--- src/rtl/mcu0_pkg.sv ---
// Shared types and constants for the mcu0 byte-memory arbiter.
package mcu0_pkg;

  localparam int unsigned AW_DEF = 12;

  typedef enum logic [1:0] {
    IDLE = 2'd0,
    HI   = 2'd1,
    LO   = 2'd2,
    DONE = 2'd3
  } state_t;

  typedef enum logic {
    OWN_I = 1'b0,
    OWN_D = 1'b1
  } owner_t;

endpackage

--- src/rtl/mcu0_arb_pick.sv ---
// Grant selection between fetch and data ports; on a tie the requester other than last_own wins.
module mcu0_arb_pick
  import mcu0_pkg::*;
(
  input  logic   i_req,
  input  logic   d_req,
  input  owner_t last_own,
  output owner_t winner
);

  always_comb begin
    winner = OWN_D;
    if (i_req && d_req) begin
      winner = (last_own == OWN_D) ? OWN_I : OWN_D;
    end else if (i_req) begin
      winner = OWN_I;
    end
  end

endmodule

--- src/rtl/mcu0_mem_arb.sv ---
// Arbitrates 16-bit fetch/data word accesses onto an 8-bit memory, high byte first.
// Define MCU0_ARB_RR_EN for round-robin arbitration; default is fixed data-over-fetch priority.
module mcu0_mem_arb
  import mcu0_pkg::*;
#(
  parameter int unsigned AW = AW_DEF
) (
  input  logic          clock,
  input  logic          reset_n,
  input  logic          i_req,
  input  logic [AW-1:0] i_addr,
  output logic          i_ack,
  output logic [15:0]   i_rdata,
  input  logic          d_req,
  input  logic          d_we,
  input  logic [AW-1:0] d_addr,
  input  logic [15:0]   d_wdata,
  output logic          d_ack,
  output logic [15:0]   d_rdata,
  output logic          mem_en,
  output logic          mem_we,
  output logic [AW-1:0] mem_addr,
  output logic [7:0]    mem_wdata,
  input  logic [7:0]    mem_rdata,
  output logic          busy
);

  state_t        state_q, state_d;
  owner_t        own_q, own_d;
  owner_t        winner, last_own;
  logic          we_q, we_d;
  logic [7:0]    wlo_q, wlo_d;
  logic [7:0]    rhi_q, rhi_d;
  logic [7:0]    rlo_q, rlo_d;
  logic          mem_en_d, mem_we_d, i_ack_d, d_ack_d, busy_d;
  logic [AW-1:0] mem_addr_d;
  logic [7:0]    mem_wdata_d;

  mcu0_arb_pick u_pick (
    .i_req    (i_req),
    .d_req    (d_req),
    .last_own (last_own),
    .winner   (winner)
  );

`ifdef MCU0_ARB_RR_EN
  owner_t rr_ptr;  // requester favoured on the next tie

  always_ff @(posedge clock or negedge reset_n) begin
    if (!reset_n) begin
      rr_ptr <= OWN_D;
    end else if (state_q == IDLE && (i_req || d_req)) begin
      rr_ptr <= (winner == OWN_D) ? OWN_I : OWN_D;
    end
  end

  assign last_own = (rr_ptr == OWN_D) ? OWN_I : OWN_D;
`else
  assign last_own = OWN_I;
`endif

  // Low read byte arrives during DONE, so it is forwarded straight from memory on the ack cycle.
  assign i_rdata = {rhi_q, (state_q == DONE) ? mem_rdata : rlo_q};
  assign d_rdata = i_rdata;

  // Next-state and next-output decode
  always_comb begin
    state_d     = state_q;
    own_d       = own_q;
    we_d        = we_q;
    wlo_d       = wlo_q;
    rhi_d       = rhi_q;
    rlo_d       = rlo_q;
    mem_en_d    = 1'b0;
    mem_we_d    = 1'b0;
    mem_addr_d  = mem_addr;
    mem_wdata_d = mem_wdata;
    i_ack_d     = 1'b0;
    d_ack_d     = 1'b0;
    unique case (state_q)
      IDLE: begin
        if (i_req || d_req) begin
          state_d     = HI;
          own_d       = winner;
          we_d        = (winner == OWN_D) && d_we;
          wlo_d       = (winner == OWN_D) ? d_wdata[7:0] : 8'h00;
          mem_en_d    = 1'b1;
          mem_we_d    = we_d;
          mem_addr_d  = (winner == OWN_D) ? d_addr : i_addr;
          mem_wdata_d = (winner == OWN_D) ? d_wdata[15:8] : 8'h00;
        end
      end
      HI: begin
        state_d     = LO;
        mem_en_d    = 1'b1;
        mem_we_d    = we_q;
        mem_addr_d  = mem_addr + AW'(1);
        mem_wdata_d = wlo_q;
      end
      LO: begin
        state_d = DONE;
        if (!we_q) rhi_d = mem_rdata;
        i_ack_d = (own_q == OWN_I);
        d_ack_d = (own_q == OWN_D);
      end
      DONE: begin
        state_d = IDLE;
        if (!we_q) rlo_d = mem_rdata;
      end
      default: state_d = IDLE;
    endcase
    busy_d = (state_d != IDLE);
  end

  always_ff @(posedge clock or negedge reset_n) begin
    if (!reset_n) begin
      state_q   <= IDLE;
      own_q     <= OWN_D;
      we_q      <= 1'b0;
      wlo_q     <= 8'h00;
      rhi_q     <= 8'h00;
      rlo_q     <= 8'h00;
      mem_en    <= 1'b0;
      mem_we    <= 1'b0;
      mem_addr  <= '0;
      mem_wdata <= 8'h00;
      i_ack     <= 1'b0;
      d_ack     <= 1'b0;
      busy      <= 1'b0;
    end else begin
      state_q   <= state_d;
      own_q     <= own_d;
      we_q      <= we_d;
      wlo_q     <= wlo_d;
      rhi_q     <= rhi_d;
      rlo_q     <= rlo_d;
      mem_en    <= mem_en_d;
      mem_we    <= mem_we_d;
      mem_addr  <= mem_addr_d;
      mem_wdata <= mem_wdata_d;
      i_ack     <= i_ack_d;
      d_ack     <= d_ack_d;
      busy      <= busy_d;
    end
  end

endmodule

--- config.mk ---
export PLATFORM = sky130hd
export DESIGN_NAME = mcu0_mem_arb
export DESIGN_NICKNAME = d
export VERILOG_FILES = /design/src/rtl/mcu0_pkg.sv /design/src/rtl/mcu0_arb_pick.sv /design/src/rtl/mcu0_mem_arb.sv
export SDC_FILE = /design/constraint.sdc
export NUM_CORES = 1
export LEC_CHECK = 0
export ABC_AREA = 1
export CORE_MARGIN = 2
export CORE_UTILIZATION = 33
export DETAILED_ROUTE_END_ITERATION = 8
export PLACE_DENSITY = 0.64
export SLEW_MARGIN = 20
export SYNTH_ARGS = -nofsm -noshare
export SYNTH_HDL_FRONTEND = slang
export SYNTH_SLANG_ARGS = --single-unit
--- constraint.sdc ---
create_clock -name clock -period 1.5 [get_ports clock]
set_clock_uncertainty 0.15 [all_clocks]
set_input_delay 0.15 -clock clock [delete_from_list [all_inputs] [get_ports clock]]
set_output_delay 0.15 -clock clock [all_outputs]
set_load 0.03 [all_outputs]
Word level (Yosys, flattened, before mapping)
Index checks and enable logic that the tools add are counted.
Operators by class
  $add $sub $neg: 1
  eq/ne operators: 4
  muxes and demuxes: 18
  bitwise logic cells: 2
  reductions and logical operators: 10
Operators by type and width (number)
  $mux 8: 4
  $mux 12: 2
  $pmux 12 s2: 1
  $pmux 8 s2: 1
  $add 12x1->12 const B: 1
  $pmux 2 s4: 1
  $reduce_and 2->1: 4
  $mux 1: 6
  $eq 2x2->1 const B: 2
  $pmux 1 s2: 2
  $reduce_bool 2->1: 2
  $eq 2x1->1 const B: 1
  $logic_and 1x1->1: 2
  $logic_not 2->1: 1
  $mux 2: 1
  $ne 2x2->1 const B: 1
  $not 1->1: 2
  $logic_or 1x1->1: 1
Word-level totals
  register bits after elaboration: 53
  input bits: 53
  output and inout bits: 57
  word-level logic and storage cells: 48

Depth between registers and ports, before layout
  depth after elaboration: 5
  depth in mapped cells: 9
  gate-level depth less buffers: 9

Hierarchy
Synthesis repeated with hierarchy kept, for this count alone.
Unflattened totals
  cell total of the unflattened synthesis: 357
  area, all modules: 2806.4 um^2
By module, submodules not included
  mcu0_mem_arb: instances 1, cells each 354, area an instance 2795.2 um^2, sequential area each 1327.5 um^2
  mcu0_arb_pick: instances 1, cells each 3, area an instance 11.3 um^2, sequential area each 0.0 um^2

Worst setup path after synthesis
OpenSTA, ideal clock, no wires.
  path kind: flip-flop to output port
  start: register state_q[0]
  end: output port i_rdata[5]
  arrival time: 1.789 ns
  slack: -0.589 ns
  stages on the path, launching flop included: 7
  path through: dfrtp_1 -> ha_1 -> buf_2 -> clkbuf_1 -> nor2_1 -> a21oi_1 -> buf_4
Between the ends
  word-level cells in the longest chain between the ends: 2
RTL lines
  from (decl): line mcu0_mem_arb.sv:28  | state_t state_q, state_d;
  from (signal assigned): line mcu0_mem_arb.sv:131  | state_q <= state_d;
  $eq 2x2->1: line mcu0_mem_arb.sv:63  | assign i_rdata = {rhi_q, (state_q == DONE) ? mem_rdata : rlo_q};
  $mux 8: line mcu0_mem_arb.sv:63
  to (decl): line mcu0_mem_arb.sv:13  | output logic [15:0] i_rdata,
Every way passes these cells.

Worst setup path in the final report
  start: register state_q[1]
  end: register mem_addr[3]
Between the ends
  word-level cells in the longest chain between the ends: 3
  elaborated cells between the ends (all ways): 6
  those cells by class: eq/ne (2); mux (1); reduce/logical (3)
RTL lines
  $eq 2x1->1 / $logic_not 2->1 (equally long branches): line mcu0_mem_arb.sv:80  | unique case (state_q)
  $reduce_bool 2->1 (no source line) / $ne 2x2->1 (equally long branches)
  $reduce_and 2->1 (no source line)
  to (signal assigned): line mcu0_mem_arb.sv:139  | mem_addr <= mem_addr_d;
  to (decl): line mcu0_mem_arb.sv:22  | output logic [AW-1:0] mem_addr,
Several ways; a longest one is shown, not always the timed one.
A chain may end at the register's enable or synchronous reset.

==> summary.txt <==
Global route
  – Met3 usage: 0.0296
  – Initial antenna violation count: 0
  – Grt total ovfl: 0
  – Vias in the first global route: roughly 2700
  – Largest net degree at the start of global routing: 23
  – GRT Util Overall: 0.178
  – First-pass GRT wire length: approximately 14000 µm
  – Grt peak-use layer: met2
  – Met2 Usage GRT: 0.314
  – Met1 usage: 0.221

Detailed routing
  – Vias per cell: 4.85
  – Initial DRT Pass Iterations: 4
  – DRT iter0 DRCs: 130
  – Post-Route WL: 8690 µm
  – Vias post-DR: ~2900
  – Post-route ant nets: 0
  – Routed length per instance: ~15 µm
  – Drt drc: 0

Cells and area
  – Finished Core Util: 0.578
  – Final net count: approximately 550
  – Layout cells sized above 1: 0.305
  – Area growth syn-to-layout: 68.1%
  – Register area: around 1300 µm²
  – Fill cells: 765
  – Multi-input logic area: 1570 µm²
  – Non-Filler Instances: about 600
  – Antenna cells: 0

Place
  – Placed Cells: 573
  – IO Port Bufs: around 110
  – Post-DP HPWL: 5820 µm
  – GP Congestion: between 0.8 and 0.9

Power
  – Clock share of power: 0.083
  – Logic gate share of total power: 0.695
  – Flop pwr share: 0.222
  – Cell-internal power: just over 0.006 W
  – Pwr Density: roughly 2600 nW/µm²
  – Peak VDD IR: 1.20 mV
  – Switch Pwr: roughly 0.0061 W
  – Leakage: approximately 2.2 nW
  – Sw frac: 0.501

Synth
  – Yosys cell types: 29
  – Warnings, synthesis: 0
  – Mapped Nets: 420
  – Post-synthesis sequential area ratio: 0.468
  – FF+latch count, synth: 53
  – Cells after synthesis: approximately 360
  – Syn avg cell area: 7.84 µm²
  – Synthesized area: approximately 2800 µm²

Worst setup path
  – Crit-path cells: buf_6, inv_6, ha_4, inv_4, nor2_4, a21oi_4, buf_6, clkinv_8, nor2_2, a21oi_1
  – CP peak stage delay: 0.42 ns
  – Setup CP Type: reg2reg
  – Critical path's most frequent cell: buf_6
  – Endpoint type of the worst setup path: register
  – Data arrival, critical path: between 1.5 and 2 ns
  – Critical Path Source Type: register
  – Delay-heaviest family, CP: buffers and inverters
  – Critical path's slowest cell: dfrtp_1
  – CP Max Fanout: 7
  – WP data required: roughly 1.6 ns
  – Critical path buffer and inverter count: 5

STA
  – Final Slew Violations: 0
  – Tcrit/Tclk final: 1.18
  – Worst-margin pin slew: 0.497 ns
  – Tmin final: roughly 1.8 ns
  – Max-slew headroom: 0.669
  – RSZ-0062 raised after global routing: yes
  – FMAX: about 0.57 GHz
  – WHS: approximately 0.17 ns
  – Final setup margin: -0.266 ns
  – Fin. Hold Viols: 0
  – Setup-failing EPs final: 53
  – Setup total negative slack: -8.83 ns

Floorplan
  – FP Rows: 33
  – Initial Util: 0.344
  – Die Span Y: roughly 97 µm
  – Die footprint: 9360 µm²
  – Number of placed I/O pins: 110
  – Core Area: between 8000 and 9000 µm²
  – Chip Width: roughly 97 µm

CTS
  – Reg clk slew, reported paths: around 0.1 ns
  – Clk_lat worst skew: a little over 0.3 ns
  – Root Driver: clkbuf_8
  – # H-tree levels: 2
  – CTS Buf Count: 5
  – Clk buf depth: 2
  – CTS sink cnt: 53
  – CTS tree: built

Worst hold path
  – Worst Hold Class: in2async

Job
  – # Max-Cap Violations: 0

Status
  – Run status: complete, but fails checks
  – Failing checks: negative setup slack
[worst paths after layout]
kind	endpoint	cells past startpoint	slack, ns	from
setup / recovery	mem_addr[3]$_DFFE_PN0P_	10	-0.27	state_q[1]$_DFF_PN0_
hold / removal	mem_addr[2]$_DFFE_PN0P_	2	0.17	reset_n
setup reg to reg	mem_addr[3]$_DFFE_PN0P_	10	-0.27	state_q[1]$_DFF_PN0_
hold reg to reg	own_q$_DFFE_PN1P_	2	0.33	own_q$_DFFE_PN1P_
max in group asynchronous	mem_wdata[2]$_DFFE_PN0P_	3	0.53	reset_n
min in group clock	wlo_q[0]$_DFFE_PN0P_	3	0.25	d_wdata[0]
[sequential cells by signal, summed over array words and instances (netlist names)]
| signal | count |
|---|---|
| busy | 1 |
| d_ack | 1 |
| i_ack | 1 |
| mem_addr | 12 |
| mem_en | 1 |
| mem_wdata | 8 |
| mem_we | 1 |
| own_q | 1 |
| rhi_q | 8 |
| rlo_q | 8 |
| state_q | 2 |
| we_q | 1 |
| wlo_q | 8 |
[cell families (layout without fill, tap and decap cells)]
logic type,Yosys count,in the layout,share of synthesized area
buffers and inverters,65,195,0.123
AND/OR/NAND/NOR,171,171,0.251
adder cells (fa/ha/maj),5,5,0.0220
flip-flops,53,53,0.468
AO/OA/AOI/OAI,67,67,0.133
XOR/XNOR,1,1,0.00309
[cell usage after synthesis]
master    count  area (µm²)
nand2_1      77         289
nor2_1       57         214
dfrtp_1      52        1300
inv_1        30         113
nand3_1      30         150
a21oi_1      25         125
o21ai_0      25         125
buf_4        19         143
a31oi_1       8        50.1
buf_2         6        30.0
ha_1          5        62.6
clkbuf_1      4        15.0
buf_6         3        33.8
nor2_4        3        33.8
inv_2         2        7.51
o21bai_1      2        15.0
o22ai_1       2        12.5
a21oi_4       1        16.3
a31oi_2       1        12.5
dfstp_2       1        26.3
inv_4         1        6.26
nand3b_1      1        7.51
nand4_1       1        6.26
nor2_2        1        6.26
o211ai_1      1        7.51
o21ai_1       1        5.00
o21ai_2       1        8.76
or2_2         1        6.26
xor2_1        1        8.76
[layout make-up]
class | count | share of cell area
Clock buffer | 5 | 0.0144
Clock inverter | 3 | 0.00918
Inverter | 33 | 0.0296
Multi-Input combinational cell | 244 | 0.328
Sequential cell | 53 | 0.279
Tap cell | 105 | 0.0275
Timing Repair Buffer | 151 | 0.304
Timing Repair inverter | 3 | 0.00761
[power by group through the flow]
| stage | Sequential [W] | Clock [W] | Combinational (W) |
|---|---|---|---|
| 2_1_floorplan | 0.00347 | 0 | 0.00413 |
| 3_3_place_gp | 0.00265 | 0 | 0.00692 |
| 3_5_place_dp | 0.00267 | 0 | 0.00702 |
| 4_1_cts | 0.00264 | 0.00104 | 0.00724 |
| 5_1_grt | 0.00280 | 0.00110 | 0.00903 |
| 6_report | 0.00271 | 0.00101 | 0.00847 |
[what timing repair did]
action                                 in CTS  in global routing
pin swaps                                   1                 20
gates resized for setup                    67                 91
hold buffers                                1                  0
buffers inserted                            7                  4
endpoints found under the hold margin      26                  0
setup endpoints to repair                  95                 67
gates cloned                                2                  3
[placed cells by master (no fill, tap or decap), drive strengths merged]
cell           Yosys  layout
a31oi              9       9
o21ai             27      27
nand4              1       1
clkinv             0       2
a21oi             26      26
nor2              61      61
bufinv             0       1
nand2             77      77
dlygate4sd2        0      35
or2                1       1
dlygate4sd3        0       1
dfstp              1       1
o22ai              2       2
nand3b             1       1
buf               28      57
o211ai             1       1
clkdlybuf4s50      0      51
ha                 5       5
dfrtp             52      52
o21bai             2       2
nand3             30      30
clkbuf             4      12
xor2               1       1
inv               33      36
[metal layers]
layer,share of wire,wire [µm]
met1,0.41,3600
met5,0,0
met4,0.015,131
met3,0.036,317
met2,0.53,4650
[per-stage QoR]
| step | worst slack (ns) | total power (W) | instance area, µm² |
|---|---|---|---|
| final | -0.266 | 0.0122 | 4770 |
| after global routing | -0.311 | 0.0129 | 4770 |
| after floorplan | -0.118 | 0.00760 | 3000 |
| after detailed placement | -0.216 | 0.00969 | 4170 |
| after CTS | -0.272 | 0.0109 | 4400 |
| after global placement | -0.152 | 0.00957 | 4170 |
(Power assumes the default switching activity.)
